## config.mk

```make
export PLATFORM = sky130hd
export DESIGN_NAME = cntry_car_detector
export DESIGN_NICKNAME = d
export VERILOG_FILES = /design/src/rtl/traffic_pkg.sv /design/src/rtl/sensor_debounce.sv /design/src/rtl/cntry_car_detector.sv
export SDC_FILE = /design/constraint.sdc
export NUM_CORES = 1
export LEC_CHECK = 0
export CORE_MARGIN = 4
export CORE_UTILIZATION = 40
export CTS_CLUSTER_SIZE = 40
export DETAILED_ROUTE_END_ITERATION = 7
export GPL_ROUTABILITY_DRIVEN = 0
export GPL_TIMING_DRIVEN = 0
export PLACE_DENSITY = 0.69
export SYNTH_ARGS = -nofsm -noshare
export SYNTH_HDL_FRONTEND = slang
export SYNTH_HIERARCHICAL = 1
export SYNTH_SLANG_ARGS = --single-unit
export TNS_END_PERCENT = 1
```

## constraint.sdc

```tcl
create_clock -name CLOCK -period 4.3 [get_ports CLOCK]
set_input_delay 0.86 -clock CLOCK [delete_from_list [all_inputs] [get_ports CLOCK]]
set_output_delay 0.86 -clock CLOCK [all_outputs]
set_load 0.005 [all_outputs]
```

## src/rtl/traffic_pkg.sv

```systemverilog
`default_nettype none
// ============================================================================
// Module   : traffic_pkg
// Summary  : Shared signal encodings and detector FSM state type for the
//            traffic-light controller slice.
// Revision : 1.0
// ============================================================================
package traffic_pkg;

    typedef logic [2:0] signal_t;

    localparam signal_t RED    = 3'd0;
    localparam signal_t YELLOW = 3'd1;
    localparam signal_t GREEN  = 3'd2;

    typedef enum logic [1:0] {
        ST_IDLE    = 2'b00,
        ST_WAIT    = 2'b01,
        ST_SERVE   = 2'b10,
        ST_BACKOFF = 2'b11
    } det_state_t;

endpackage
`default_nettype wire

```

## src/rtl/sensor_debounce.sv

```systemverilog
`default_nettype none
// ============================================================================
// Module   : sensor_debounce
// Summary  : Two-flop synchronizer plus level debouncer for the loop sensor.
// Revision : 1.0
// ============================================================================
module sensor_debounce #(
    parameter int DEBOUNCE_CYCLES = 3
) (
    input  logic CLOCK,
    input  logic CLEAR,
    input  logic SENSOR_RAW,
    output logic CAR_PRESENT
);

    localparam int c_dcnt_w = (DEBOUNCE_CYCLES > 1) ? $clog2(DEBOUNCE_CYCLES) : 1;
    localparam logic [c_dcnt_w-1:0] c_dcnt_last = c_dcnt_w'(DEBOUNCE_CYCLES - 1);

    logic                r_sync1;
    logic                r_sync2;
    logic [c_dcnt_w-1:0] r_dcnt;

    always_ff @(posedge CLOCK) begin
        if (CLEAR) begin
            r_sync1     <= 1'b0;
            r_sync2     <= 1'b0;
            r_dcnt      <= '0;
            CAR_PRESENT <= 1'b0;
        end else begin
            r_sync1 <= SENSOR_RAW;
            r_sync2 <= r_sync1;
            // Any agreement restarts the hold window, so only an unbroken run counts.
            if (r_sync2 == CAR_PRESENT) begin
                r_dcnt <= '0;
            end else if (r_dcnt == c_dcnt_last) begin
                CAR_PRESENT <= r_sync2;
                r_dcnt      <= '0;
            end else begin
                r_dcnt <= r_dcnt + c_dcnt_w'(1);
            end
        end
    end

endmodule
`default_nettype wire

```

## src/rtl/cntry_car_detector.sv

```systemverilog
`default_nettype none
// ============================================================================
// Module   : cntry_car_detector
// Summary  : Turns the raw country-road loop sensor into CAR_ON_CNTRY_RD.
//            Define CAR_DET_STATS_EN to enable the saturating CAR_COUNT.
// Revision : 1.0
// ============================================================================
module cntry_car_detector
    import traffic_pkg::*;
#(
    parameter int DEBOUNCE_CYCLES = 3,
    parameter int MAX_GREEN       = 16
) (
    input  logic       CLOCK,
    input  logic       CLEAR,
    input  logic       SENSOR_RAW,
    input  logic [2:0] MAIN_SIG,
    input  logic [2:0] CNTRY_SIG,
    output logic       CAR_ON_CNTRY_RD,
    output logic       CAR_PRESENT,
    output logic [7:0] CAR_COUNT
);

    localparam int c_gcnt_w = $clog2(MAX_GREEN + 1);
    localparam logic [c_gcnt_w-1:0] c_gcnt_last = c_gcnt_w'(MAX_GREEN - 1);

    det_state_t          r_state;
    det_state_t          w_next;
    logic [c_gcnt_w-1:0] r_gcnt;

    sensor_debounce #(
        .DEBOUNCE_CYCLES(DEBOUNCE_CYCLES)
    ) u_debounce (
        .CLOCK      (CLOCK),
        .CLEAR      (CLEAR),
        .SENSOR_RAW (SENSOR_RAW),
        .CAR_PRESENT(CAR_PRESENT)
    );

    always_comb begin
        w_next = r_state;
        case (r_state)
            ST_IDLE: begin
                if (CAR_PRESENT) w_next = ST_WAIT;
            end
            ST_WAIT: begin
                if (CNTRY_SIG == GREEN) w_next = ST_SERVE;
            end
            ST_SERVE: begin
                // A departed car outranks the green-time limit.
                if (!CAR_PRESENT)                w_next = ST_IDLE;
                else if (r_gcnt == c_gcnt_last)  w_next = ST_BACKOFF;
                else if (CNTRY_SIG != GREEN)     w_next = ST_WAIT;
            end
            ST_BACKOFF: begin
                if ((CNTRY_SIG == RED) && (MAIN_SIG == GREEN)) w_next = ST_IDLE;
            end
            default: w_next = ST_IDLE;
        endcase
    end

    always_ff @(posedge CLOCK) begin
        if (CLEAR) begin
            r_state         <= ST_IDLE;
            r_gcnt          <= '0;
            CAR_ON_CNTRY_RD <= 1'b0;
        end else begin
            r_state         <= w_next;
            CAR_ON_CNTRY_RD <= (w_next == ST_WAIT) || (w_next == ST_SERVE);
            if ((w_next == ST_SERVE) && (r_state != ST_SERVE)) begin
                r_gcnt <= '0;
            end else if (r_state == ST_SERVE) begin
                r_gcnt <= r_gcnt + c_gcnt_w'(1);
            end
        end
    end

`ifdef CAR_DET_STATS_EN
    logic [7:0] r_count;

    always_ff @(posedge CLOCK) begin
        if (CLEAR) begin
            r_count <= 8'd0;
        end else if ((r_state == ST_IDLE) && (w_next == ST_WAIT) && (r_count != 8'd255)) begin
            r_count <= r_count + 8'd1;
        end
    end

    assign CAR_COUNT = r_count;
`else
    assign CAR_COUNT = 8'd0;
`endif

endmodule
`default_nettype wire

```

==> results of run 1 <==
-- report_power, final --
group	switching [mW]	internal, mW
Sequential	0.000467	0.121
Clock	0.0388	0.0359
Combinational	0.00748	0.0135
Total	0.0467	0.171
-- sequential cells by signal (all words and copies together), names as in the netlist --
| signal | count |
|---|---|
| r_gcnt | 5 |
| r_state | 2 |
| u_debounce/r_dcnt | 2 |
| CAR_ON_CNTRY_RD | 1 |
| u_debounce/CAR_PRESENT | 1 |
| u_debounce/r_sync1 | 1 |
| u_debounce/r_sync2 | 1 |
-- worst paths after layout --
kind / start / end / slack (ns) / depth (start not counted)
max: CNTRY_SIG[1] / r_gcnt[3] / 1.75 / 9
min: u_debounce/r_dcnt[0] / u_debounce/r_dcnt[0] / 0.43 / 1
max reg2reg: r_gcnt[0] / r_gcnt[3] / 2.08 / 10
min reg2reg: u_debounce/r_dcnt[0] / u_debounce/r_dcnt[0] / 0.43 / 1
-- worst max-delay path: stages --
cell and delay, ns:
clkdlybuf4s50_1 0.47, or3b_4 0.40, nand2b_2 0.08, a31oi_1 0.11, nor3_1 0.25, ha_1 0.21
nor2_1 0.08, o21ai_0 0.18, a21oi_1 0.08
-- layout make-up --
class	instances	area (um^2)
fill	153	704
clock buffer	4	26.3
inverter	3	11.3
buffer	9	63.8
multi-input combinational	59	355
tap	16	20.0
timing repair buffer	10	100
sequential	13	260
-- logic make-up after synthesis --
family                   after synthesis
adder cells (fa/ha/maj)                4
multiplexers                           1
AO/OA/AOI/OAI                         14
XOR/XNOR                               1
flip-flops                            13
AND/OR/NAND/NOR                       31
buffers and inverters                 12
other                                  1
-- synth_stat cells (2+ instances only) --
cell type / instances / share of area
a31oi_1: 3 / 0.028
ha_1: 4 / 0.075
nand3_1: 2 / 0.015
nor2b_1: 5 / 0.047
dfxtp_1: 13 / 0.39
buf_4: 8 / 0.090
nor4_1: 2 / 0.019
nor2_1: 11 / 0.062
nand2_1: 2 / 0.011
a21oi_1: 7 / 0.053
inv_1: 3 / 0.017
-- routing by layer --
layer	part of all wire	wire length, um	vias up
met5	0	0	-
met2	0.40	461	31
met4	0.018	21	0
met1	0.46	530	238
li1	-	-	294
met3	0.12	140	4
-- per-stage QoR --
| stage | std cells | total power, mW | worst slack (ns) | hold slack [ns] |
|---|---|---|---|---|
| CTS | 114 | 0.219 | 1.75 | 0.429 |
| floorplan | 84 | 0.136 | 2.09 | 0.399 |
| global placement | 110 | 0.145 | 1.48 | 0.409 |
| global route | 114 | 0.228 | 1.57 | 0.449 |
| detailed placement | 110 | 0.145 | 1.47 | 0.418 |
| finish | 114 | 0.218 | 1.75 | 0.427 |
==> qor.csv, run 1 <==
metric;value;unit
status;finished clean;
core area;0.00154;mm^2
met1 Use GR;0.144;
utilization after layout;0.543;
CTS tree;built;
area grow syn2layout;26.0;%
Max VDD drop;187;uV
Worst setup EP type;flop;
Initial DRC Count;6;
Compound-Gate Fraction of Synth Area;0.122;
Adder-Cell Fraction of Synth Area;0.0753;
post-synthesis xor/xnor area fraction;0.0132;
commonest cells after routing, fill and taps aside;dfxtp_1 (13), nor2_1 (11), clkdlybuf4s50_1 (10);
n_diodes;0;
number of buffers added on ports;10;
total grt overflow;0;
commonest register cell after synthesis;dfxtp_1;
num rows;14;
met3 track demand over resource;0.0429;
H-tree depth;1;
global router's overall resource usage;0.107;
Setup Buffers After CTS;0;
vias;567;
yosys warns;6;
Worst Path Required;4.45;ns
clock sink count;13;
post-DR wirelength/cell;10.1;um
Async S/R FF share, synth;0;
Via density;4.97;
Initial Util;0.431;
flops & latches, synth;13;
maximum fanout along the worst path;4;
drt pass-1 iters;5;
Chip Width;48.8;um
CP Data Arrival Time;2.71;ns
Tmin final;2.55;ns
Placed Area;811;um^2
root buffer cell;clkbuf_4;
# resized after CTS;0;
layout net count;112;
vias in the first global route;523;
Synth Cell Area;664;um^2
Max Cap Viol;0;
die area;0.00238;mm^2
mux cell area share after synthesis;0.0151;
Setup crit start kind;primary input;
TNS Setup;0;ns
DP HPWL;896;um
CTS Buf Count;3;
pwr/cell area;260;mW/mm^2
Crit Path Category;primary input to flop;
share of cells above drive strength 1;0.143;
count of different cell masters after synthesis;28;
most common cell after layout, fill and taps aside;dfxtp_1;
WL final;1150;um
largest net degree at the start of global routing;9;
sequential area share after synthesis;0.392;
worst clock skew;0.00333;ns
Mean Syn Cell Area;8.63;um^2
CTS Hold Bufs;0;
Clock Latency Late Sink;0.27;ns
fmax;0.392;GHz
Pleak;0.354;nW
endpoints failing hold;0;
RSZ-0062 raised after global routing;no;
M2 GR Usage;0.146;
# setup viols final;0;
final instance area;837;um^2
main combinational cell family by area after synthesis;simple AND/OR/NAND/NOR gates;
DRT antenna net count;0;
Top Ports;19;
EDFF count, synth;0;
Worst Hold Class;flop to flop;
Post-route DRC;0;
period utilization;0.594;
CTS clock-pin slew for the worst setup and hold paths;0.08;ns
Final Slew Violations;0;
Synth Area in Simple Gates;0.264;
Most Crowded Layer GR;met2;
die height;48.8;um
Max clock buf depth;2;
synthesized instance count;77;
global-route wire length before repair;2130;um
initial antenna violation count;0;
(Power assumes the default switching activity.)
==> inputs of run 2 (changes only) <==
==> constraint.sdc (replaced) <==
create_clock -name CLOCK -period 2.39 [get_ports CLOCK]
set_input_delay 0.478 -clock CLOCK [delete_from_list [all_inputs] [get_ports CLOCK]]
set_output_delay 0.478 -clock CLOCK [all_outputs]
set_load 0.005 [all_outputs]
==> qor.csv, run 2 (same netlist as run 1, synthesis figures left out) <==
metric;value;unit
area grow syn2layout;26.4;%
largest net degree at the start of global routing;9;
Initial Util;0.431;
CTS clock-pin slew for the worst setup and hold paths;0.08;ns
# setup viols final;0;
num rows;14;
initial antenna violation count;0;
multi-input gate area in the final layout;358;um^2
Setup Buffers After CTS;0;
DRT antenna net count;0;
Final Slew Violations;0;
Clock Latency Late Sink;0.27;ns
drt pass-1 iters;4;
FILL cells;151;
Max Cap Viol;0;
fmax;0.460;GHz
crit path from;r_gcnt[0];
core area;0.00154;mm^2
CTS Buf Count;3;
R2R depth;10;
pwr/cell area;467;mW/mm^2
R2R Path End;r_gcnt[3];
status;finished clean;
layout net count;112;
most common cell after layout, fill and taps aside;dfxtp_1;
vias in the first global route;523;
Placed Area;811;um^2
Top Ports;19;
share of cells above drive strength 1;0.153;
number of buffers added on ports;10;
Reg with most FFs;r_gcnt;
final instance area;840;um^2
TNS Setup;0;ns
number of flip-flops in the largest register;5;
DP HPWL;896;um
Post-route DRC;0;
Worst Hold Class;flop to flop;
total grt overflow;0;
register area;260;um^2
CP Data Arrival Time;2.38;ns
WL final;1180;um
reg-to-reg setup timing slack;0.22;ns
Chip Width;48.8;um
Via density;4.87;
crit path capture;r_gcnt[3];
period utilization;0.909;
commonest cells after routing, fill and taps aside;dfxtp_1 (13), nor2_1 (10), clkdlybuf4s50_1 (10);
RSZ-0062 raised after global routing;no;
Initial DRC Count;6;
Tmin final;2.17;ns
endpoints failing hold;0;
H-tree depth;1;
Pleak;0.355;nW
clock sink count;13;
n_diodes;0;
Max VDD drop;336;uV
Crit Path Category;flop to flop;
RR Startpoint;r_gcnt[0];
root buffer cell;clkbuf_4;
Worst setup EP type;flop;
vias;555;
die area;0.00238;mm^2
Worst Path Required;2.60;ns
die height;48.8;um
Setup crit start kind;flop;
global-route wire length before repair;2130;um
Max clock buf depth;2;
Regs by FF count;r_gcnt: 5 flops, r_state: 2 flops, u_debounce/r_dcnt: 2 flops;
maximum fanout along the worst path;5;
post-DR wirelength/cell;10.3;um
CTS tree;built;
global router's overall resource usage;0.107;
worst clock skew;0.00455;ns
[run 2: cell counts in the layout (fill, tap and decap cells not counted)]
No cell type changed its count.
[run 2: what timing repair did]
| item | CTS | global route |
|---|---|---|
| hold buffers | 0 | 0 |
| setup endpoints to repair | 0 | 1 |
| gates resized for setup | 0 | 1 |
[run 2: layout make-up]
type | instances | area share
Multi-Input combinational cell | 59 | 0.426
Timing Repair Buffer | 10 | 0.119
Clock buffer | 4 | 0.0313
Sequential cell | 13 | 0.310
Inverter | 3 | 0.0134
Tap cell | 16 | 0.0238
Buffer | 9 | 0.0760
[run 2: worst min-delay path by stage]
stage / endpoint / depth (start not counted) / startpoint / slack [ns]
6_report: u_debounce/r_dcnt[0] / 1 / u_debounce/r_dcnt[0] / 0.43
3_5_place_dp: u_debounce/r_dcnt[0] / 1 / u_debounce/r_dcnt[0] / 0.42
2_1_floorplan: u_debounce/r_dcnt[0] / 1 / u_debounce/r_dcnt[0] / 0.40
5_1_grt: u_debounce/r_dcnt[0] / 1 / u_debounce/r_dcnt[0] / 0.45
3_3_place_gp: u_debounce/r_dcnt[0] / 1 / u_debounce/r_dcnt[0] / 0.41
4_1_cts: u_debounce/r_dcnt[0] / 1 / u_debounce/r_dcnt[0] / 0.43
[run 2: power by group]
| group | internal (mW) | switching (mW) | total (mW) | leakage, nW |
|---|---|---|---|---|
| logic | 0.0244 | 0.0135 | 0.0378 | 0.235 |
| clock network | 0.0647 | 0.0706 | 0.135 | 0.0150 |
| registers | 0.218 | 0.000840 | 0.219 | 0.105 |
| total | 0.308 | 0.0849 | 0.392 | 0.355 |
[run 2: routing by layer]
metal  vias to the layer above  routed length, um  global-route usage
met4                         0                 21              0.0538
met2                        21                468               0.146
met3                         4                116              0.0429
met1                       237                570               0.144
li1                        293                  -                   -
met5                         -                  0                   0
[run 2: worst max-delay path: stages (launching register included)]
cell	delay, ns
dfxtp_1	0.35
ha_1	0.23
and3_1	0.19
ha_1	0.21
nand2b_2	0.18
a31oi_1	0.24
nor3_1	0.11
ha_1	0.21
nor2_2	0.16
o21ai_0	0.10
a21oi_1	0.13
[run 2: stage by stage]
| stage | util | std cells | setup WS, ns | hold WS [ns] | power, mW |
|---|---|---|---|---|---|
| 4_1_cts | 0.543 | 114 | 0.165 | 0.429 | 0.395 |
| 2_1_floorplan | - | 84 | 0.392 | 0.399 | 0.245 |
| 6_report | 0.545 | 114 | 0.217 | 0.427 | 0.392 |
| 3_3_place_gp | 0.526 | 110 | -0.0504 | 0.409 | 0.261 |
| 5_1_grt | 0.545 | 114 | 0.0185 | 0.449 | 0.411 |
| 3_5_place_dp | 0.526 | 110 | -0.0584 | 0.418 | 0.262 |
==> inputs of run 3 (changes only) <==
--- a/config.mk
+++ b/config.mk
@@ -12,6 +12,7 @@
 export GPL_ROUTABILITY_DRIVEN = 0
 export GPL_TIMING_DRIVEN = 0
 export PLACE_DENSITY = 0.69
+export RECOVER_POWER = 100
 export SYNTH_ARGS = -nofsm -noshare
 export SYNTH_HDL_FRONTEND = slang
 export SYNTH_HIERARCHICAL = 1
==> qor.csv, run 3 (same netlist as run 1, synthesis figures left out) <==
metric;value;unit
Top Ports;19;
Power, Total;0.392;mW
WL final;1180;um
post-DR wirelength/cell;10.3;um
global router's overall resource usage;0.107;
drt pass-1 iters;4;
Crit Path Category;primary input to flop;
RSZ-0062 raised after global routing;no;
Chip Width;48.8;um
CTS Hold Bufs;0;
layout net count;112;
initial antenna violation count;0;
Pleak;0.361;nW
endpoints failing hold;0;
core area;0.00154;mm^2
pwr/cell area;468;mW/mm^2
Final Slew Violations;0;
global-route wire length before repair;2130;um
largest net degree at the start of global routing;9;
Finished Layout Cells;114;
R2R depth;10;
Tmin final;2.21;ns
# resized after CTS;0;
Post-route DRC;0;
CP Data Arrival Time;2.37;ns
Setup Buffers After CTS;0;
root buffer cell;clkbuf_4;
DP HPWL;896;um
Regs by FF count;r_gcnt: 5 flops, r_state: 2 flops, u_debounce/r_dcnt: 2 flops;
Setup crit start kind;primary input;
Clock Latency Late Sink;0.27;ns
Max VDD drop;333;uV
Worst Path Required;2.55;ns
status;finished clean;
CTS tree;built;
period utilization;0.925;
Cells on Worst Hold Path;1;
Max Cap Viol;0;
share of cells above drive strength 1;0.143;
Reg with most FFs;r_gcnt;
utilization after layout;0.543;
maximum fanout along the worst path;4;
# setup viols final;0;
clock sink count;13;
commonest cells after routing, fill and taps aside;dfxtp_1 (13), nor2_1 (10), buf_4 (8), conb_1 (8);
Via density;4.82;
total grt overflow;0;
CTS clock-pin slew for the worst setup and hold paths;0.08;ns
num rows;14;
Placed Area;811;um^2
final instance area;837;um^2
DRT antenna net count;0;
Max clock buf depth;2;
fmax;0.452;GHz
H-tree depth;1;
CTS Buf Count;3;
die area;0.00238;mm^2
Worst setup EP type;flop;
Initial Util;0.431;
vias in the first global route;523;
Placed Cells;110;
area grow syn2layout;26.0;%
die height;48.8;um
worst clock skew;0.00573;ns
vias;550;
number of buffers added on ports;10;
number of flip-flops in the largest register;5;
Worst Hold Class;flop to flop;
Initial DRC Count;11;
most common cell after layout, fill and taps aside;dfxtp_1;
n_diodes;0;
## run 3: cell types whose count changed in the layout (fill, tap and decap cells not counted), sizes merged
| cell | before | now |
|---|---|---|
| dlygate4sd3 | 0 | 3 |
| clkdlybuf4s50 | 10 | 7 |
## run 3: worst paths after layout
| path | from | to | slack, ns |
|---|---|---|---|
| min | u_debounce/r_dcnt[0] | u_debounce/r_dcnt[0] | 0.43 |
| max | CNTRY_SIG[1] | r_gcnt[2] | 0.18 |
| min reg2reg | u_debounce/r_dcnt[0] | u_debounce/r_dcnt[0] | 0.43 |
| max reg2reg | r_gcnt[0] | r_gcnt[3] | 0.22 |
## run 3: worst max-delay path, cell delays in order
cell	delay [ns]
clkdlybuf4s50_1	0.47
or3b_1	0.42
nand2b_2	0.09
a31oi_1	0.11
nor3_1	0.25
ha_1	0.22
nor2_2	0.06
o21ai_0	0.18
a21oi_1	0.08
## run 3: power by group
part           leakage, nW  internal (mW)  switching [mW]
clock               0.0150         0.0647          0.0708
combinational        0.241         0.0234          0.0134
sequential           0.105          0.218        0.000841
## run 3: final cells by class
cell class              instances  area (um^2)
repair buffers                 10          100
plain buffers                   9         63.8
flip-flops and latches         13          260
inverters                       3         11.3
well taps                      16         20.0
clock buffers                   4         26.3
multi-input cells              59          355
fillers                       152          704
## run 3: stage by stage
stage               hold WS, ns  setup WS, ns  TNS (ns)
floorplan                 0.399         0.392         0
finish                    0.427         0.179         0
detailed placement        0.418       -0.0584   -0.0960
global route              0.449        0.0250         0
CTS                       0.429         0.165         0
global placement          0.409       -0.0504   -0.0653
## run 3: routing by layer
layer  vias up  part of all wire  track usage
met5         -                 0            0
met4         0             0.018       0.0538
met3         4             0.098       0.0429
met2        21              0.39        0.146
met1       231              0.49        0.144
li1        294                 -            -
